==> src/rtl/scan_pkg.sv <==
// Shared definitions for the scan test controller: FSM state encoding,
// MISR polynomial and the MISR step function.
package scan_pkg;

  typedef enum logic [2:0] {
    ST_IDLE    = 3'd0,
    ST_LOAD    = 3'd1,
    ST_CAPTURE = 3'd2,
    ST_UNLOAD  = 3'd3,
    ST_DONE    = 3'd4
  } scan_state_e;

  localparam logic [7:0] SCAN_MISR_POLY = 8'h1D;

  // One Galois-style step of x^8+x^4+x^3+x^2+1, folding in data.
  function automatic logic [7:0] misr_next(input logic [7:0] sig, input logic [7:0] data);
    logic [7:0] fb;
    fb = sig[7] ? SCAN_MISR_POLY : 8'h00;
    return {sig[6:0], 1'b0} ^ fb ^ data;
  endfunction

endpackage

==> src/rtl/scan_misr.sv <==
// 8-bit multiple-input signature register; folds data_i on each en_i cycle
// and is cleared only by reset.
module scan_misr
  import scan_pkg::*;
(
  input  logic       clk_i,
  input  logic       rst_i,
  input  logic       en_i,
  input  logic [7:0] data_i,
  output logic [7:0] sig_o
);

  logic [7:0] sig_q, sig_d;

  always_comb begin
    sig_d = sig_q;
    if (en_i) sig_d = misr_next(sig_q, data_i);
  end

  always_ff @(posedge clk_i) begin
    if (rst_i) sig_q <= 8'h00;
    else       sig_q <= sig_d;
  end

  assign sig_o = sig_q;

endmodule

==> src/rtl/scan_ctrl8.sv <==
// Scan test controller: load pattern, capture, unload and compare for a scan chain.
// Optional response signature output wSig is built when SCAN_MISR_EN is defined.
module scan_ctrl8
  import scan_pkg::*;
#(
  parameter int CHAIN_LEN   = 8,
  parameter int CAPT_CYCLES = 1
) (
  input  logic                 rclk,
  input  logic                 rreset,
  input  logic                 rStart,
  input  logic                 rNoCapt,
  input  logic [CHAIN_LEN-1:0] rPattern,
  input  logic [CHAIN_LEN-1:0] rExpect,
  input  logic                 rDfunc,
  input  logic                 rQ8,
  output logic                 wSE,
  output logic                 wSD,
  output logic                 wD,
  output logic [CHAIN_LEN-1:0] wResp,
  output logic                 wBusy,
  output logic                 wDone,
  output logic                 wMatch
`ifdef SCAN_MISR_EN
  ,
  output logic [7:0]           wSig
`endif
);

  localparam int CNT_W = $clog2(CHAIN_LEN) + 1;
  localparam logic [CNT_W-1:0] LEN_LAST = CNT_W'(CHAIN_LEN - 1);
  localparam logic [CNT_W-1:0] CAP_LAST = CNT_W'(CAPT_CYCLES - 1);

  // Handshake: rStart is accepted only in IDLE (one-cycle sample, no queueing);
  // wBusy covers the whole run and wDone pulses once with wResp/wMatch valid.
  scan_state_e          state_q, state_d;
  logic [CNT_W-1:0]     cnt_q, cnt_d;
  logic [CHAIN_LEN-1:0] ld_q, ld_d;
  logic [CHAIN_LEN-1:0] exp_q, exp_d;
  logic [CHAIN_LEN-1:0] sh_q, sh_d;
  logic                 dfunc_q, dfunc_d;
  logic                 nocapt_q, nocapt_d;
  logic                 start_acc;

  logic                 se_q, se_d;
  logic                 sd_q, sd_d;
  logic                 d_q, d_d;
  logic                 busy_q, busy_d;
  logic                 done_q, done_d;
  logic                 match_q, match_d;
  logic [CHAIN_LEN-1:0] resp_q, resp_d;

  always_ff @(posedge rclk) begin
    if (rreset) begin
      state_q  <= ST_IDLE;
      cnt_q    <= '0;
      ld_q     <= '0;
      exp_q    <= '0;
      sh_q     <= '0;
      dfunc_q  <= 1'b0;
      nocapt_q <= 1'b0;
      se_q     <= 1'b0;
      sd_q     <= 1'b0;
      d_q      <= 1'b0;
      busy_q   <= 1'b0;
      done_q   <= 1'b0;
      match_q  <= 1'b0;
      resp_q   <= '0;
    end else begin
      state_q  <= state_d;
      cnt_q    <= cnt_d;
      ld_q     <= ld_d;
      exp_q    <= exp_d;
      sh_q     <= sh_d;
      dfunc_q  <= dfunc_d;
      nocapt_q <= nocapt_d;
      se_q     <= se_d;
      sd_q     <= sd_d;
      d_q      <= d_d;
      busy_q   <= busy_d;
      done_q   <= done_d;
      match_q  <= match_d;
      resp_q   <= resp_d;
    end
  end

  always_comb begin
    state_d   = state_q;
    cnt_d     = cnt_q + CNT_W'(1);
    ld_d      = ld_q;
    exp_d     = exp_q;
    dfunc_d   = dfunc_q;
    nocapt_d  = nocapt_q;
    start_acc = 1'b0;
    sh_d      = sh_q;
    case (state_q)
      ST_IDLE: begin
        cnt_d = '0;
        if (rStart) begin
          state_d   = ST_LOAD;
          ld_d      = rPattern;
          exp_d     = rExpect;
          dfunc_d   = rDfunc;
          nocapt_d  = rNoCapt;
          start_acc = 1'b1;
        end
      end
      ST_LOAD: begin
        // MSB of ld always holds the bit being driven on wSD next cycle
        ld_d = {ld_q[CHAIN_LEN-2:0], 1'b0};
        if (cnt_q == LEN_LAST) begin
          cnt_d   = '0;
          state_d = nocapt_q ? ST_UNLOAD : ST_CAPTURE;
        end
      end
      ST_CAPTURE: begin
        if (cnt_q == CAP_LAST) begin
          cnt_d   = '0;
          state_d = ST_UNLOAD;
        end
      end
      ST_UNLOAD: begin
        sh_d = {sh_q[CHAIN_LEN-2:0], rQ8};
        if (cnt_q == LEN_LAST) begin
          cnt_d   = '0;
          state_d = ST_DONE;
        end
      end
      ST_DONE: begin
        cnt_d   = '0;
        state_d = ST_IDLE;
      end
      default: begin
        cnt_d   = '0;
        state_d = ST_IDLE;
      end
    endcase
  end

  // Outputs are registered, so they are derived from the upcoming state.
  always_comb begin
    se_d    = (state_d == ST_LOAD) || (state_d == ST_UNLOAD);
    sd_d    = (state_d == ST_LOAD) ? ld_d[CHAIN_LEN-1] : 1'b0;
    d_d     = (state_d == ST_CAPTURE) ? dfunc_d : 1'b0;
    busy_d  = (state_d != ST_IDLE);
    done_d  = (state_d == ST_DONE);
    resp_d  = resp_q;
    match_d = match_q;
    if (start_acc) begin
      resp_d  = '0;
      match_d = 1'b0;
    end else if (state_d == ST_DONE) begin
      resp_d  = sh_d;
      match_d = (sh_d == exp_q);
    end
  end

  assign wSE    = se_q;
  assign wSD    = sd_q;
  assign wD     = d_q;
  assign wBusy  = busy_q;
  assign wDone  = done_q;
  assign wMatch = match_q;
  assign wResp  = resp_q;

`ifdef SCAN_MISR_EN
  logic [7:0] misr_data;

  if (CHAIN_LEN >= 8) begin : g_trunc
    assign misr_data = resp_q[7:0];
  end else begin : g_zext
    assign misr_data = {{(8 - CHAIN_LEN){1'b0}}, resp_q};
  end

  scan_misr u_misr (
    .clk_i  (rclk),
    .rst_i  (rreset),
    .en_i   (state_q == ST_DONE),
    .data_i (misr_data),
    .sig_o  (wSig)
  );
`endif

endmodule

==> config.mk <==
export PLATFORM = sky130hd
export DESIGN_NAME = scan_ctrl8
export DESIGN_NICKNAME = d
export VERILOG_FILES = /design/src/rtl/scan_pkg.sv /design/src/rtl/scan_misr.sv /design/src/rtl/scan_ctrl8.sv
export SDC_FILE = /design/constraint.sdc
export NUM_CORES = 1
export LEC_CHECK = 0
export ABC_AREA = 1
export BUFFER_PORTS_ARGS = -buffer_cell sky130_fd_sc_hd__buf_2
export CORE_MARGIN = 5
export CORE_UTILIZATION = 54
export DETAILED_ROUTE_END_ITERATION = 10
export HOLD_SLACK_MARGIN = 0.12
export PLACE_DENSITY = 0.81
export SYNTH_ARGS = -nofsm -noshare
export SYNTH_HDL_FRONTEND = slang
export SYNTH_SLANG_ARGS = --single-unit
export TNS_END_PERCENT = 100
==> constraint.sdc <==
create_clock -name rclk -period 1.8 [get_ports rclk]
set_clock_uncertainty 0.2 [all_clocks]
set_input_delay 0.18 -clock rclk [delete_from_list [all_inputs] [get_ports rclk]]
set_output_delay 0.18 -clock rclk [all_outputs]
set_load 0.02 [all_outputs]
# Word level (Yosys, flattened, before mapping)
# Cells that the tools add are included.
# word_totals
output_inout_bits,14
reg_bits,47
# op_classes
reduce_logical,11
n_bitwise,2
addsub,1
mux,16
n_eq_ne,10
# ops
op,n
$mux 8,2
$pmux 8 s2,1
$eq 3x2->1 const B,4
$mux 3,4
$pmux 3 s4,1
$eq 8x8->1,1
$mux 4,2
$pmux 4 s2,1
$reduce_or 2->1,4
$eq 3x1->1 const B,2
$mux 1,5
$add 4x1->4 const B,1
$eq 4x3->1 const B,1
$logic_not 4->1,1
$reduce_and 2->1,2
$eq 3x3->1 const B,1
$logic_not 3->1,1
$reduce_bool 3->1,1
$ne 2x2->1 const B,1
$not 1->1,2
$reduce_bool 2->1,1
$logic_or 1x1->1,1

# Longest topological paths before layout
# Gate-level depths: netlist of run 1.
# depth
word_depth,6
mapped_depth,11
depth_no_buf,11

# Least setup slack after synthesis of run 1
# Ideal clock, no wire load.
# synth_path
kind,flip-flop to flip-flop
startpoint,register cnt_q[0]
endpoint,"register match_q, in the netlist wMatch"
path_buffers,1
t_arrival_ps,1296
period_less_slack_ps,1562
stages_incl_launch_ff,9
path_slack_ps,238
required_ps,1534
path_cell_list,dfxtp_1 > ha_1 > nand2_1 > nor2_2 > inv_1 > nor2_4 > buf_2 > o21ai_0 > a21oi_2
# synth_between
elab_chain_len,4
word_cells_on_any_way,7
classes_between,eq/ne (2); mux (4); reduce/logical (1)
# synth_rtl
element,line_no,rtl
from (decl),scan_ctrl8.sv:37,"logic [CNT_W-1:0] cnt_q, cnt_d;"
from (signal assigned),scan_ctrl8.sv:71,cnt_q <= cnt_d;
$eq 4x3->1 / $logic_not 4->1 (equally long branches),"scan_ctrl8.sv:111, scan_ctrl8.sv:124, scan_ctrl8.sv:117",
"$mux 3, on equally long branches","scan_ctrl8.sv:124, scan_ctrl8.sv:111, scan_ctrl8.sv:117",
$pmux 3 s4 *,scan_ctrl8.sv:96,case (state_q)
$eq 3x3->1 *,scan_ctrl8.sv:152,end else if (state_d == ST_DONE) begin
to (signal assigned),scan_ctrl8.sv:82,match_q <= match_d;
to (decl),scan_ctrl8.sv:50,"logic match_q, match_d;"
# Mark *: on every way between the ends. The rest lies on a longest branch, timed or not.
# A chain may end at the register's enable or synchronous reset.

# Worst setup path after layout of run 1
# layout_path
startpoint,input port rPattern[7]
endpoint,"register sd_q, in the netlist wSD"
# layout_between
elab_chain_len,2
# layout_rtl
element,line_no,rtl
from (decl),scan_ctrl8.sv:13,"input logic [CHAIN_LEN-1:0] rPattern,"
$mux 8,scan_ctrl8.sv:99,if (rStart) begin
$pmux 8 s2,scan_ctrl8.sv:96,
to (signal assigned),scan_ctrl8.sv:63,sd_q <= 1'b0;
to (signal assigned),scan_ctrl8.sv:78,sd_q <= sd_d;
to (decl),scan_ctrl8.sv:46,"logic sd_q, sd_d;"
# Every way passes these cells. The select of a mux whose other input is x is not followed.

==> run summary, run 1 <==
part of the cycle the worst path needs: 0.987
total of endpoints with negative setup slack in the final report: 0
via total after detailed routing: 1996
cell with the most instances after synthesis: sky130_fd_sc_hd__nand2_1
Synth Flop Type: sky130_fd_sc_hd__dfxtp_1
Antenna Cells: 0
leftover overflow at the end of global routing: 0
proportion of power drawn by flip-flops and latches: 0.565
final weighted congestion of routability-driven global placement: 0.854
endpoint kind of the worst setup timing path: register
setup repair after global routing missed its margin: true
CP Cell Sequence: dlygate4sd3_1 > buf_2 > nand2_1 > dlygate4sd3_1 > o21ai_0 > a21oi_1 > nor4_1
clock tree root buffer cell: sky130_fd_sc_hd__clkbuf_8
Critical Path Slowest Stage Cell: sky130_fd_sc_hd__dlygate4sd3_1
clock transition at the registers of the reported paths: 80 ps
ports placed on the boundary: 36
CTS tree: built
post-route setup TNS: 0 ps
summed instance area of the synthesized netlist: 0.00198 mm^2
worst setup slack after layout: 23.2 ps
total internal power: 1.46 mW
share of total power in the clock network: 0.308
YS warnings: 0
number of optimization iterations in the first detailed-route pass: 5
clock insertion delay at the later pin of the skew report: 300 ps
Hold WC Path Type: in -> reg
H-tree level count: 2
worst slack after detailed placement: -20.7 ps
overall power: 1.95 mW
net count of the finished layout: 357
proportion of netlist area held by the largest area contributor: 0.475
number of flip-flops and latches in the synthesized netlist: 47
max-slew violation count: 0
number of nets produced by synthesis: 290
Post-synth EDFFs: 0
share of cells above drive strength 1: 0.231
P&R area growth vs syn: 31.8%
number of buffers on the longest clock path: 2
Post-route DRC: 0
Cells after Synth: 266
worst path buffer plus inverter count: 3
most used standard cells in the synthesized netlist: sky130_fd_sc_hd__nand2_1, sky130_fd_sc_hd__dfxtp_1, sky130_fd_sc_hd__a21oi_1
die span in y: 70.6 um
Post-Syn Area per Cell: 7.45 um^2
Cell Rows: 22
starting density of the core: 0.550
kind of critical path: in -> reg
post-route cell area: 0.00261 mm^2
number of maximum-capacitance constraint violations: 0
largest vdd supply drop: 0.000429 V
number of clock buffers inserted by TritonCTS: 5
PwrDens: 745 mW/mm^2
Sink Count: 47
initial antenna violation count: 0
combined global-route utilization of all metal layers: 0.208
Worst EP arrival: 1760 ps
delay of the slowest cell on the worst path: 540 ps
Final Hold Fails: 0
Core Footprint: 0.00361 mm^2
die width: 70.6 um
pin count of the biggest net entering global routing: 24
run status: finished, final reports clean
WL final: 5.02 mm
most area-hungry cell type in the Yosys netlist: sky130_fd_sc_hd__dfxtp_1
Post-DP Area: 0.00226 mm^2
buffers added on ports: 35
switching part of the total power: 0.248
Starting DRT DRC Count: 224
placed wire-length estimate: 3.32 mm
worst-margin pin slew: 373 ps
required time of the critical path: 1790 ps
global-route wire length before repair: 8.29 mm
DIE AREA: 0.00498 mm^2
power share of the combinational group: 0.127
worst-path fanout max: 2
fill cell count: 287
routed length per instance: 13.1 um
Crit path top cell by count: sky130_fd_sc_hd__dlygate4sd3_1
proportion of synthesized flip-flops having asynchronous set or reset: 0
timing-limited maximum frequency: 563 MHz
reported leakage power: 1.15 nW
post-DR vias/cell: 5.23
worst max-slew margin expressed relative to the limit: 0.749
vias in the first global route: 1938
net switching power: 0.483 mW
Post-DRT Antenna Nets: 0
register area share after synthesis: 0.475
final critical delay including setup and external delays: 1780 ps
cell family with the largest share of critical-path delay: buffers and inverters
Startpoint Class: input port
count of distinct cell types in the synthesized netlist: 31
dominant cells by area after synthesis: sky130_fd_sc_hd__dfxtp_1, sky130_fd_sc_hd__nand2_1, sky130_fd_sc_hd__a21oi_1
sequential cells by signal (all words and copies together) (netlist names):
| name | count |
|---|---|
| cnt_q | 4 |
| dfunc_q | 1 |
| exp_q | 8 |
| ld_q | 8 |
| nocapt_q | 1 |
| sh_q | 8 |
| state_q | 3 |
| wBusy | 1 |
| wD | 1 |
| wDone | 1 |
| wMatch | 1 |
| wResp | 8 |
| wSD | 1 |
| wSE | 1 |
kinds of logic (layout without fill, tap and decap cells):
family | after synthesis | in the layout | share of synthesized area
fa+ha+maj | 2 | 2 | 0.0126
compound gates | 60 | 60 | 0.165
buf+inv | 37 | 105 | 0.0814
simple gates | 120 | 120 | 0.266
flops | 47 | 47 | 0.475
cell usage in the layout, fill, tap and decap left out, drive strengths merged:
cell / synthesis / layout
nand2: 80 / 80
buf: 6 / 48
dfxtp: 47 / 47
inv: 27 / 27
a21oi: 26 / 26
dlygate4sd3: 0 / 21
o21ai: 20 / 20
nor2: 19 / 19
nand3: 12 / 12
a31oi: 10 / 10
clkbuf: 3 / 7
nor3: 4 / 4
nand4: 2 / 2
clkinv: 1 / 2
ha: 2 / 2
o211ai: 1 / 1
o22ai: 1 / 1
nor4: 1 / 1
and3: 1 / 1
a311oi: 1 / 1
a221oi: 1 / 1
nor3b: 1 / 1
worst register-to-register path: cells and delay by family (launching register included):
kind | cells | cell delay, ps
flip-flops | 1 | 360
AND/OR/NAND/NOR | 2 | 230
buffers and inverters | 2 | 220
adder cells (fa/ha/maj) | 1 | 200
AO/OA/AOI/OAI | 2 | 420
per-stage QoR:
step,utilization,cells,hold WS (ps)
floorplan,-,266,49.4
global placement,0.626,351,237
detailed placement,0.626,351,248
CTS,0.709,380,131
global route,0.724,382,157
finish,0.724,382,140
cell type report:
class | instances | area, um^2 | area share
sequential | 47 | 950 | 0.364
multi-input combinational | 182 | 908 | 0.348
timing repair buffer | 69 | 508 | 0.194
inverter | 28 | 105 | 0.0402
clock buffer | 7 | 76.3 | 0.0292
tap | 48 | 60.1 | 0.0230
clock inverter | 1 | 5.00 | 0.00192
per-layer routing:
| metal | GRT usage | share of wire | up-vias |
|---|---|---|---|
| li1 | - | - | 1003 |
| met1 | 0.240 | 0.41 | 899 |
| met2 | 0.359 | 0.50 | 76 |
| met3 | 0.0540 | 0.067 | 18 |
| met4 | 0.100 | 0.027 | 0 |
| met5 | 0 | 0 | - |
power by group through the flow:
stage,sequential [mW],combinational (mW),clock (mW)
after global routing,1.10,0.271,0.662
after global placement,1.12,0.197,0
after floorplan,1.12,0.129,0
final,1.10,0.247,0.599
after detailed placement,1.12,0.202,0
after CTS,1.10,0.237,0.617
path summary, 6_finish.rpt:
kind | start | end | slack [ps] | depth (start not counted)
max reg2reg | cnt_q[0] | wBusy | 100 | 7
min | rStart | ld_q[7] | 140 | 4
max | rPattern[7] | wSD | 20 | 7
min reg2reg | wResp[7] | wResp[7] | 260 | 2
what timing repair did:
action | in CTS | in global routing
hold buffers | 21 | 0
pin swaps | 0 | 1
gates resized for setup | 3 | 8
endpoints found under the setup margin | 7 | 16
endpoints found under the hold margin | 20 | 0
setup buffers | 0 | 2
No activity file was read; power rests on OpenSTA's default activity.
==> run 2, diff against run 1 <==
- CORE_UTILIZATION: 54 -> 40
- PLACE_DENSITY: 0.81 -> 0.64
==> run 2 against run 1 <==
Die area grew 30%. Setup slack gained 100 ps. Sequential cell count stayed put. Via count down 4.4%. Worst hold slack got worse by 30 ps. Cell count grew 6.8%. Final area up 4.3%. Register-to-register slack improved by 30 ps. Critical path depth grew 2. Combinational power is 2% lower. Maximum frequency is 6.2% higher.
==> run summary, run 2 (synthesis gave the netlist of run 1 again) <==
final weighted congestion of routability-driven global placement: 0.805 (-5.7%)
clock tree root buffer cell: sky130_fd_sc_hd__clkbuf_8
number of buffers on the longest clock path: 2 (unchanged)
Startpoint Class: register
final cell count without fillers: 408 (+6.8%)
share of cells above drive strength 1: 0.264 (+0.0334)
number of clock buffers inserted by TritonCTS: 5 (unchanged)
worst-margin pin slew: 371 ps (-2.36 ps)
Post-DRT Antenna Nets: 0 (unchanged)
overall power: 2.09 mW (+7.2%)
Starting DRT DRC Count: 96 (-57%)
Cell Count Post-Placement: 377 (+7.4%)
WL final: 4.65 mm (-7.3%)
Hold WC Path Type: in -> reg
setup repair after global routing missed its margin: true
clock insertion delay at the later pin of the skew report: 300 ps (about the same)
total length of routed met3 wires: 214 um (-36%)
most common cell after layout, fill and taps aside: sky130_fd_sc_hd__nand2_1
PwrDens: 765 mW/mm^2 (+2.8%)
die width: 80.4 um (+14%)
top metal layer carrying routed signals: met4
combined global-route utilization of all metal layers: 0.155 (-0.0536)
Core Footprint: 0.00475 mm^2 (+32%)
number of optimization iterations in the first detailed-route pass: 4 (-1)
via total after detailed routing: 1909 (-4.4%)
worst max-slew margin expressed relative to the limit: 0.752 (+0.00393)
DIE AREA: 0.00646 mm^2 (+30%)
H-tree level count: 2 (unchanged)
Post-route DRC: 0 (unchanged)
die span in y: 80.4 um (+14%)
Worst EP arrival: 1640 ps (-120 ps)
initial antenna violation count: 0 (unchanged)
total of endpoints with negative setup slack in the final report: 0 (unchanged)
endpoint kind of the worst setup timing path: register
routed length per instance: 11.4 um (-13%)
part of the cycle the worst path needs: 0.930 (-0.0573)
post-DR vias/cell: 4.68 (-10%)
Final Hold Fails: 0 (unchanged)
worst slack after detailed placement: 10.3 ps (+31.0 ps)
run status: finished, final reports clean
CTS tree: built
timing-limited maximum frequency: 597 MHz (+6.2%)
max-slew violation count: 0 (unchanged)
worst setup slack after layout: 126 ps (+103 ps)
P&R area growth vs syn: 37.5%
commonest non-fill, non-tap cells in the layout: sky130_fd_sc_hd__nand2_1, sky130_fd_sc_hd__dfxtp_1, sky130_fd_sc_hd__buf_2
worst setup slack for register-to-register paths: 130 ps (+30 ps)
Cell Rows: 25 (+14%)
worst-path fanout max: 4 (+2)
largest vdd supply drop: 0.000361 V (-16%)
clock transition at the registers of the reported paths: 80 ps (about the same)
placed wire-length estimate: 3.37 mm (+1.4%)
Sink Count: 47 (unchanged)
buffers added on ports: 35 (unchanged)
kind of critical path: reg -> reg
WL met2: 2.08 mm (-17%)
global-route wire length before repair: 7.76 mm (-6.5%)
required time of the critical path: 1770 ps (-20 ps)
net count of the finished layout: 365 (+2.2%)
start point of the worst min-delay path: rStart
start point of the critical path: cnt_q[0]
final critical delay including setup and external delays: 1670 ps (-103 ps)
number of maximum-capacitance constraint violations: 0 (unchanged)
leftover overflow at the end of global routing: 0 (unchanged)
met1 wire length: 2.30 mm (+12%)
Critical R2R Launch: cnt_q[0]
Antenna Cells: 0 (unchanged)
vias in the first global route: 1756 (-9.4%)
reported leakage power: 1.21 nW (+5.4%)
pin count of the biggest net entering global routing: 24 (unchanged)
ports placed on the boundary: 36 (unchanged)
starting density of the core: 0.417 (-0.133)
-- run 2: layer usage --
metal | vias to the layer above | track usage
li1 | 1016 | -
met1 | 841 | 0.201
met2 | 47 | 0.250
met3 | 5 | 0.0314
met4 | 0 | 0.0608
met5 | - | 0
-- run 2: cell type report --
type | count | area, um^2
fillers | 451 | 2030
flip-flops and latches | 47 | 946
multi-input cells | 182 | 920
repair buffers | 77 | 568
inverters | 28 | 105
well taps | 67 | 83.8
clock buffers | 6 | 72.6
clock inverters | 1 | 30.0
-- run 2: repair_timing --
action / in CTS / in global routing
pin swaps: 0 / 4
endpoints found under the hold margin: 21 / 0
hold buffers: 20 / 0
resized for setup: 1 / 14
setup endpoints to repair: 1 / 24
buffers inserted: 0 / 4
-- run 2: where the power goes --
part / total [mW] / switching [mW] / internal, mW
clock network: 0.744 / 0.337 / 0.407
logic: 0.243 / 0.133 / 0.110
registers: 1.10 / 0.0190 / 1.08
total: 2.09 / 0.488 / 1.60
-- run 2: path summary, 6_finish.rpt --
check | endpoint | cells after the start
max reg2reg | wBusy | 9
min reg2reg | cnt_q[0] | 1
max | wBusy | 9
min | ld_q[7] | 4
-- run 2: metrics by stage --
step | area (um^2) | hold slack (ps) | TNS, ps | utilization
2_1_floorplan | 1980 | 49.4 | 0 | -
3_3_place_gp | 2330 | 244 | 0 | 0.491
3_5_place_dp | 2330 | 241 | 0 | 0.491
4_1_cts | 2640 | 131 | 0 | 0.555
5_1_grt | 2730 | 131 | -26.9 | 0.573
6_report | 2730 | 110 | 0 | 0.573
-- run 2: worst max-delay path: stages, from the launching register on --
cell	delay, ps
sky130_fd_sc_hd__dfxtp_2	340
sky130_fd_sc_hd__ha_2	190
sky130_fd_sc_hd__nand2_1	80
sky130_fd_sc_hd__nor2_4	120
sky130_fd_sc_hd__nor2_1	90
sky130_fd_sc_hd__nor2_1	120
sky130_fd_sc_hd__o21ai_2	80
sky130_fd_sc_hd__buf_4	130
sky130_fd_sc_hd__inv_1	100
sky130_fd_sc_hd__a31oi_1	90
